File: src/rtl/game_pkg.sv
// rtl/game_pkg.sv - shared game state codes and BCD score constants
package game_pkg;

    // Ball modules run only while the state code is zero, so PLAY must stay 0
    typedef enum logic [3:0] {
        ST_PLAY = 4'd0,
        ST_IDLE = 4'd1,
        ST_OVER = 4'd2
    } state_t;

    localparam int          BCD_DIGITS = 4;
    localparam logic [15:0] BCD_MAX    = 16'h9999;

endpackage

File: src/rtl/key_debounce.sv
// rtl/key_debounce.sv - start key synchroniser, debouncer and press pulse
module key_debounce #(
    parameter int DEBOUNCE_CYCLES = 1000000
) (
    input  logic CLOCK_50,
    input  logic reset,
    input  logic key_n,
    output logic pressed_level,
    output logic press_pulse
);

    localparam int CNT_W = $clog2(DEBOUNCE_CYCLES + 1);
    localparam logic [CNT_W-1:0] CNT_LAST = CNT_W'(DEBOUNCE_CYCLES - 1);

    logic             sync1;
    logic             sync2;
    logic [CNT_W-1:0] stable_cnt;
    logic             sample_pressed;

    // The raw key is active-low; the filter works on the pressed sense
    assign sample_pressed = ~sync2;

    // Two-flop synchroniser; resets to the released (high) level
    always_ff @(posedge CLOCK_50 or negedge reset) begin
        if (!reset) begin
            sync1 <= 1'b1;
            sync2 <= 1'b1;
        end else begin
            sync1 <= key_n;
            sync2 <= sync1;
        end
    end

    // Accept a new level only after DEBOUNCE_CYCLES consecutive differing samples
    always_ff @(posedge CLOCK_50 or negedge reset) begin
        if (!reset) begin
            stable_cnt    <= '0;
            pressed_level <= 1'b0;
            press_pulse   <= 1'b0;
        end else begin
            press_pulse <= 1'b0;
            if (sample_pressed == pressed_level) begin
                stable_cnt <= '0;
            end else if (stable_cnt == CNT_LAST) begin
                stable_cnt    <= '0;
                pressed_level <= sample_pressed;
                press_pulse   <= sample_pressed;
            end else begin
                stable_cnt <= stable_cnt + 1'b1;
            end
        end
    end

endmodule

File: src/rtl/game_fsm.sv
// rtl/game_fsm.sv - game flow controller: start key, play/over sequencing, BCD scores
module game_fsm
    import game_pkg::*;
#(
    parameter int NUM_BALLS       = 4,
    parameter int DEBOUNCE_CYCLES = 1000000,
    parameter int TICKS_PER_SEC   = 50000000,
    parameter int LOCKOUT_CYCLES  = 25000000
) (
    input  logic                 CLOCK_50,
    input  logic                 reset,
    input  logic                 start_key_n,
    input  logic [NUM_BALLS-1:0] ball_hit,
    output logic [3:0]           game_state,
    output logic [15:0]          score_bcd,
    output logic [15:0]          best_bcd,
    output logic                 new_record
);

    localparam int SEC_W  = $clog2(TICKS_PER_SEC + 1);
    localparam int LOCK_W = $clog2(LOCKOUT_CYCLES + 1);
    localparam logic [SEC_W-1:0]  SEC_LAST = SEC_W'(TICKS_PER_SEC - 1);
    localparam logic [LOCK_W-1:0] LOCK_MAX = LOCK_W'(LOCKOUT_CYCLES);

    state_t            state;
    logic [SEC_W-1:0]  sec_cnt;
    logic [LOCK_W-1:0] lock_cnt;
    logic              key_level;
    logic              key_pulse;
    logic              start_accept;
    logic              hit_any;

    // Saturating 4-digit BCD increment; a 9 digit rolls to 0 and carries up
    function automatic logic [15:0] bcd_inc(input logic [15:0] value);
        logic [15:0] result;
        logic        carry;
        result = value;
        carry  = 1'b1;
        if (value != BCD_MAX) begin
            for (int d = 0; d < BCD_DIGITS; d++) begin
                if (carry) begin
                    if (result[4*d +: 4] == 4'd9) begin
                        result[4*d +: 4] = 4'd0;
                    end else begin
                        result[4*d +: 4] = result[4*d +: 4] + 4'd1;
                        carry = 1'b0;
                    end
                end
            end
        end
        return result;
    endfunction

    key_debounce #(
        .DEBOUNCE_CYCLES(DEBOUNCE_CYCLES)
    ) u_key (
        .CLOCK_50      (CLOCK_50),
        .reset         (reset),
        .key_n         (start_key_n),
        .pressed_level (key_level),
        .press_pulse   (key_pulse)
    );

    // The pulse only ever fires together with the accepted pressed level
    assign start_accept = key_pulse & key_level;
    assign hit_any      = |ball_hit;
    assign game_state   = state;

    // Game sequencing with registered score, best score and record flag
    always_ff @(posedge CLOCK_50 or negedge reset) begin
        if (!reset) begin
            state      <= ST_IDLE;
            sec_cnt    <= '0;
            lock_cnt   <= '0;
            score_bcd  <= '0;
            best_bcd   <= '0;
            new_record <= 1'b0;
        end else begin
            case (state)
                ST_IDLE: begin
                    if (start_accept) begin
                        state      <= ST_PLAY;
                        score_bcd  <= '0;
                        sec_cnt    <= '0;
                        new_record <= 1'b0;
                    end
                end
                ST_PLAY: begin
                    // A hit wins over a same-cycle score tick
                    if (hit_any) begin
                        state    <= ST_OVER;
                        lock_cnt <= '0;
                        if (score_bcd > best_bcd) begin
                            best_bcd   <= score_bcd;
                            new_record <= 1'b1;
                        end
                    end else if (sec_cnt == SEC_LAST) begin
                        sec_cnt   <= '0;
                        score_bcd <= bcd_inc(score_bcd);
                    end else begin
                        sec_cnt <= sec_cnt + 1'b1;
                    end
                end
                ST_OVER: begin
                    // Ball flags are stale here; only the lockout and key matter
                    if (start_accept && lock_cnt == LOCK_MAX) begin
                        state      <= ST_PLAY;
                        score_bcd  <= '0;
                        sec_cnt    <= '0;
                        new_record <= 1'b0;
                    end else if (lock_cnt != LOCK_MAX) begin
                        lock_cnt <= lock_cnt + 1'b1;
                    end
                end
                default: begin
                    state <= ST_IDLE;
                end
            endcase
        end
    end

endmodule

File: config.mk
export PLATFORM = sky130hd
export DESIGN_NAME = game_fsm
export DESIGN_NICKNAME = d
export VERILOG_FILES = /design/src/rtl/game_pkg.sv /design/src/rtl/key_debounce.sv /design/src/rtl/game_fsm.sv
export SDC_FILE = /design/constraint.sdc
export NUM_CORES = 1
export LEC_CHECK = 0
export CORE_ASPECT_RATIO = 1.4
export CORE_MARGIN = 2
export CORE_UTILIZATION = 40
export CTS_BUF_LIST = sky130_fd_sc_hd__clkbuf_4 sky130_fd_sc_hd__clkbuf_8
export DETAILED_ROUTE_END_ITERATION = 8
export GPL_ROUTABILITY_DRIVEN = 0
export GPL_TIMING_DRIVEN = 1
export PLACE_DENSITY = 0.56
export SLEW_MARGIN = 20
export SYNTH_ARGS = -nofsm -noshare
export SYNTH_HDL_FRONTEND = slang
export SYNTH_HIERARCHICAL = 1
export SYNTH_SLANG_ARGS = --single-unit
File: constraint.sdc
create_clock -name CLOCK_50 -period 2.45 [get_ports CLOCK_50]
set_input_delay 0.245 -clock CLOCK_50 [delete_from_list [all_inputs] [get_ports CLOCK_50]]
set_output_delay 0.245 -clock CLOCK_50 [all_outputs]
set_load 0.02 [all_outputs]
### After elaboration in Yosys (flattened, before gate mapping)

Cells that the tools add are included.

* output and inout bits: 37
* input port bits: 7
* register bits: 112
* logic and storage cells: 116

* add/sub/neg operators: 7
* equal/unequal tests: 24
* bitwise gates (word level): 3
* $lt $le $gt $ge: 1
* mux-type cells: 52
* reductions and logical operators: 15

Operator list (number)
* $mux W26: 4
* $mux W16: 5
* $pmux W26 S3: 1
* $mux W25: 3
* $pmux W25 S2: 1
* $pmux W16 S3: 1
* $mux W20: 2
* $mux W4: 10
* $add A26 B1 Y26 const B: 1
* $eq A26 B26 Y1 const B: 1
* $add A25 B1 Y25 const B: 1
* $eq A25 B25 Y1 const B: 1
* $ne A25 B25 Y1 const B: 1
* $ne A2 B2 Y1 const B: 12
* $mux W1: 23
* $reduce_and A7 Y1: 3
* $add A20 B1 Y20 const B: 1
* $eq A20 B20 Y1 const B: 1
* $add A4 B1 Y4 const B: 4
* $eq A4 B4 Y1 const B: 4
* $gt A16 B16 Y1: 1
* $ne A16 B16 Y1 const B: 1
* $pmux W4 S3: 1
* $reduce_and A4 Y1: 2
* 15 further kinds: 17

### Depth between registers and ports, before layout

* depth in word-level cells: 21
* depth in mapped cells: 10
* gate-level depth less buffers: 8

### By module

The synthesis kept the hierarchy.

By module, submodules not included
* game_fsm: area an instance 5117.4 µm², seq. area each 2153.3 µm², instances 1, cells each 539
* key_debounce: area an instance 1158.6 µm², seq. area each 603.1 µm², instances 1, cells each 111

### Least setup slack after synthesis

OpenSTA, ideal clock, no wires.

* kind: reg2reg
* start: reg score_bcd[14]
* end: reg best_bcd[10]
* arrival: 2445 ps
* buffers on the path: 1
* data required time: 2325 ps
* cell stages (with the launch flop): 8
* library setup time: 125 ps
* setup slack: -120 ps
* period minus slack after synthesis: 2570 ps
* cells stage by stage: dfrtp_1 ha_1 nand4_1 nor3_1 o21ai_0 a31oi_1 buf_2 mux2_2

* cells in the longest elaborated chain, start to end: 2

Ends and longest elaborated chain
* from (decl): RTL line game_fsm.sv:15 `output logic [15:0] score_bcd,`
* from (signal assigned): RTL line game_fsm.sv:99 `score_bcd <= bcd_inc(score_bcd);`
* $gt A16 B16 Y1: RTL line game_fsm.sv:93 `if (score_bcd > best_bcd) begin`
* $reduce_and A3 Y1 (no source line)
* to (signal assigned): RTL line game_fsm.sv:94 `best_bcd <= score_bcd;`
* to (decl): RTL line game_fsm.sv:16 `output logic [15:0] best_bcd,`

No other way between the ends.
A chain may end at the register's enable or synchronous reset.

### Worst setup path after layout

* start: reg score_bcd[5]
* end: reg score_bcd[6]

* cells in the longest elaborated chain, start to end: 7
* elaborated cells between the ends (all ways): 11
* classes of those cells: 1 x add/sub; 3 x eq/ne; 6 x mux; 1 x reduce/logical

Ends and longest elaborated chain
* $add A4 B1 Y4 / $eq A4 B4 Y1 (equally long branches): RTL line game_fsm.sv:45, game_fsm.sv:42
* $mux W4: RTL line game_fsm.sv:42 `if (result[4*d +: 4] == 4'd9) begin`
* $mux W4: RTL line game_fsm.sv:41 `if (carry) begin`
* $mux W16: RTL line game_fsm.sv:39 `if (value != BCD_MAX) begin`
* $mux W16: RTL line game_fsm.sv:97 `end else if (sec_cnt == SEC_LAST) begin`
* $mux W16: RTL line game_fsm.sv:90 `if (hit_any) begin`
* $pmux W16 S3: RTL line game_fsm.sv:79 `case (state)`

Several ways; a longest one is shown, not always the timed one. The select of a mux whose other input is x is not followed.

==> summary.md <==
| Metric | Value |
|---|---|
| Register area share after synthesis | 43.92% |
| Drt total wl | 14.42 mm |
| Post-route antenna net violation count | 0 |
| Most frequent cells in the layout | dfrtp_1 (106), nor2_1 (68), buf_4 (58) |
| Slew @ Worst Pin | 0.7203 ns |
| Final worst-path cycle share | 95.41% |
| Uppermost layer routed | met4 |
| CP max FO | 8 |
| Initial Util | 40.56% |
| Outcome | complete, no violations |
| Initial DRC Count | 207 |
| Worst flop-to-flop path startpoint | score_bcd[5]$_DFFE_PN0P_ |
| Skew final | 0.01947 ns |
| Core Util, Final | 49.64% |
| Vias in the first global route | 5165 |
| Top FF cell, synth | dfrtp_1 |
| Fmax | 0.4278 GHz |
| Layout Nets | 781 |
| Clock-pin slew on the worst setup and hold paths | 0.12 ns |
| Crit Path Class | register to register |
| Number of remaining DRC errors | 0 |
| Hold Violations, Final | 0 |
| P&R area growth vs syn | 22.37% |
| Design area | 0.007680 mm2 |
| Maximum vdd drop | 0.2050 mV |
| Mean Syn Cell Area | 9.655 um2 |
| Total track usage | 18.12% |
| Die Y | 152.2 um |
| PD cells | 401.6 mW/mm2 |
| IO buf count | 41 |
| Seq cells post-synth | 110 |
| Arrival time worst endpoint | 2.63 ns |
| Core ar. | 0.01547 mm2 |
| Io pins | 44 |
| Longest Clk Path Bufs | 2 |
| FF-to-FF setup slack | 0.11 ns |
| Max transition margin | 51.98% |
| TritonCTS Buffers | 9 |
| Fin crit period | 2.338 ns |
| RR Endpoint | score_bcd[6]$_DFFE_PN0P_ |
| Die X | 109.9 um |
| Fin. max-slew vios | 0 |
| First-pass GRT wire length | 24.47 mm |
| Initial antenna violation count | 0 |
| CTS root buf | clkbuf_8 |
| CTS tree | yes |
| R2R depth | 8 |
| Routed len/inst | 15.29 um |
| Synth unique cells | 62 |
| Met3 WL | 414 um |
| CTS HTree Levels | 3 |
| Synth Cell Area | 0.006276 mm2 |
| Hold_sp | start_key_n |
| Min-Delay Path Depth | 1 |
| Largest net degree at the start of global routing | 40 |
| Most common cell after layout, fill and taps aside | dfrtp_1 |
| Max-Cap Viols | 0 |
| Sink Count | 110 |
| CP required | 2.74 ns |
| Via/cell ratio | 5.499 |
| Leakage | 3.220 nW |
| M1 WL | 6.423 mm |
| Post-synthesis async set-or-reset flop share | 100.0% |
| Critical path launch point type | register |
| Min-Delay Path Class | input pin to register |
| # diodes | 0 |
| Synthesized instance count | 650 |
| Ys Warns | 6 |
| Die area | 0.01672 mm2 |
| # fillers | 1450 |
| Hold Path Sink | u_key/sync1$_DFF_PN1_ |
| Metal2 WL | 7.285 mm |
| Vias | 5186 |
| Post-DP HPWL | 10.49 mm |
| Gr ovfl total | 0 |
| Final setup vio count | 0 |
| Post-synth EDFFs | 0 |
| Skew-Pair Late Insertion Delay | 0.41 ns |
| CP Capture Type | register |
| First-pass DRT Iterations | 4 |
| Layout cell share with drive strength beyond 1 | 16.87% |
| Slack of the critical path | 0.1124 ns |
| Row cnt | 54 |
| Placed inst area | 0.007323 mm2 |
| Pre-CTS WS | -0.2704 ns |
-- routing by layer --
layer,track usage [%],up-vias
met2,30.27,73
met4,6.811,0
li1,-,2541
met1,23.56,2555
met5,0,-
met3,2.395,17
-- area by class of cell --
type	count	area [um2]	area share (%)
clock inverters	7	76.32	0.9938
multi-input cells	482	3432	44.69
clock buffers	9	123.9	1.613
flip-flops and latches	110	2758	35.91
well taps	196	245.2	3.193
repair buffers	102	905.9	11.80
inverters	37	138.9	1.808
-- metrics by stage --
step / hold WS [ns] / setup TNS (ns) / power, W / instances
floorplan: -0.05059 / 0 / 0.001910 / 651
global placement: 0.2742 / -1.141 / 0.001977 / 925
detailed placement: 0.2774 / -1.720 / 0.001980 / 925
CTS: 0.2173 / 0 / 0.003131 / 942
global route: 0.2151 / -0.0008289 / 0.003218 / 943
finish: 0.2385 / 0 / 0.003084 / 943
-- critical path, stage by stage, from the launching register on --
cell      delay (ns)
dfrtp_1         0.41
inv_2           0.06
ha_1            0.20
nand3b_1        0.23
o41ai_4         0.11
or4_4           0.52
a211o_4         0.41
o21ai_4         0.19
o41ai_4         0.09
-- logic make-up (layout without fill, tap and decap cells) --
| kind of cell | after synthesis | in the layout | share of synthesized area (%) |
|---|---|---|---|
| other | 1 | 2 | 0.05975 |
| flip-flops | 110 | 110 | 43.92 |
| adder cells (fa/ha/maj) | 32 | 32 | 6.380 |
| buffers and inverters | 59 | 155 | 3.887 |
| multiplexers | 19 | 19 | 3.309 |
| AO/OA/AOI/OAI | 132 | 132 | 14.43 |
| AND/OR/NAND/NOR | 260 | 260 | 22.85 |
| XOR/XNOR | 37 | 37 | 5.163 |
-- worst max path at each step --
stage | start | to | slack, ns | cells past startpoint
finish | score_bcd[5]$_DFFE_PN0P_ | score_bcd[6]$_DFFE_PN0P_ | 0.11 | 8
global route | sec_cnt[18]$_DFFE_PN0P_ | score_bcd[15]$_DFFE_PN0P_ | -0.0008 | 7
CTS | score_bcd[5]$_DFFE_PN0P_ | score_bcd[6]$_DFFE_PN0P_ | 0.02 | 7
detailed placement | ball_hit[1] | score_bcd[6]$_DFFE_PN0P_ | -0.27 | 6
global placement | ball_hit[1] | score_bcd[6]$_DFFE_PN0P_ | -0.21 | 7
floorplan | score_bcd[14]$_DFFE_PN0P_ | best_bcd[10]$_DFFE_PN0P_ | 0.008 | 7
-- report_power, final --
group | total, W | internal [W] | switching [W]
Clock | 0.00114 | 0.000410 | 0.000729
Sequential | 0.00185 | 0.00183 | 0.0000163
Combinational | 0.0000986 | 0.0000356 | 0.0000629
Total | 0.00308 | 0.00228 | 0.000808
-- synth_stat cells, types with 2 or more instances --
library cell	instances	area share [%]
dfrtp_1	107	43
nor2_1	68	4.1
inv_1	36	2.2
nand2_1	36	2.2
o21ai_0	34	2.7
ha_1	32	6.4
o31ai_1	28	3.3
nand3_1	26	2.1
nand4_1	23	2.3
xnor2_1	22	3.1
and3_1	15	1.5
xor2_1	15	2.1
a21oi_1	14	1.1
nor3_1	14	1.1
clkbuf_1	13	0.78
nor4_1	13	1.3
a21o_1	12	1.4
mux2_2	12	2.2
o21ai_1	12	0.96
nand2b_1	10	1.0
and2_1	9	0.90
o41ai_1	8	1.1
or3_1	8	0.80
a31oi_1	7	0.70
and4_1	7	0.98
buf_2	6	0.48
mux2i_1	5	0.80
nand3b_1	5	0.60
nor2b_1	4	0.40
a41oi_1	3	0.42
dfstp_2	3	1.3
or4_1	3	0.36
buf_4	2	0.24
mux2_1	2	0.36
nand3_2	2	0.32
nand4bb_1	2	0.36
nor4_4	2	0.68
nor4b_1	2	0.28
nor4bb_1	2	0.32
o21a_1	2	0.24
o41ai_2	2	0.52
or2_2	2	0.20
-- state kept, by name (all words and copies together) (netlist names), 2 cells and up --
name / count
game_state: 2
sec_cnt: 26
best_bcd: 16
lock_cnt: 25
score_bcd: 16
u_key/stable_cnt: 20
-- timing repair --
action,in CTS,in global routing
hold buffers,1,0
endpoints found under the hold margin,36,0
pin swaps,1,7
gates resized for setup,3,19
endpoints found under the setup margin,3,16
cloned,0,0
buffers inserted,0,1
Power figures use the tool's default switching activity.
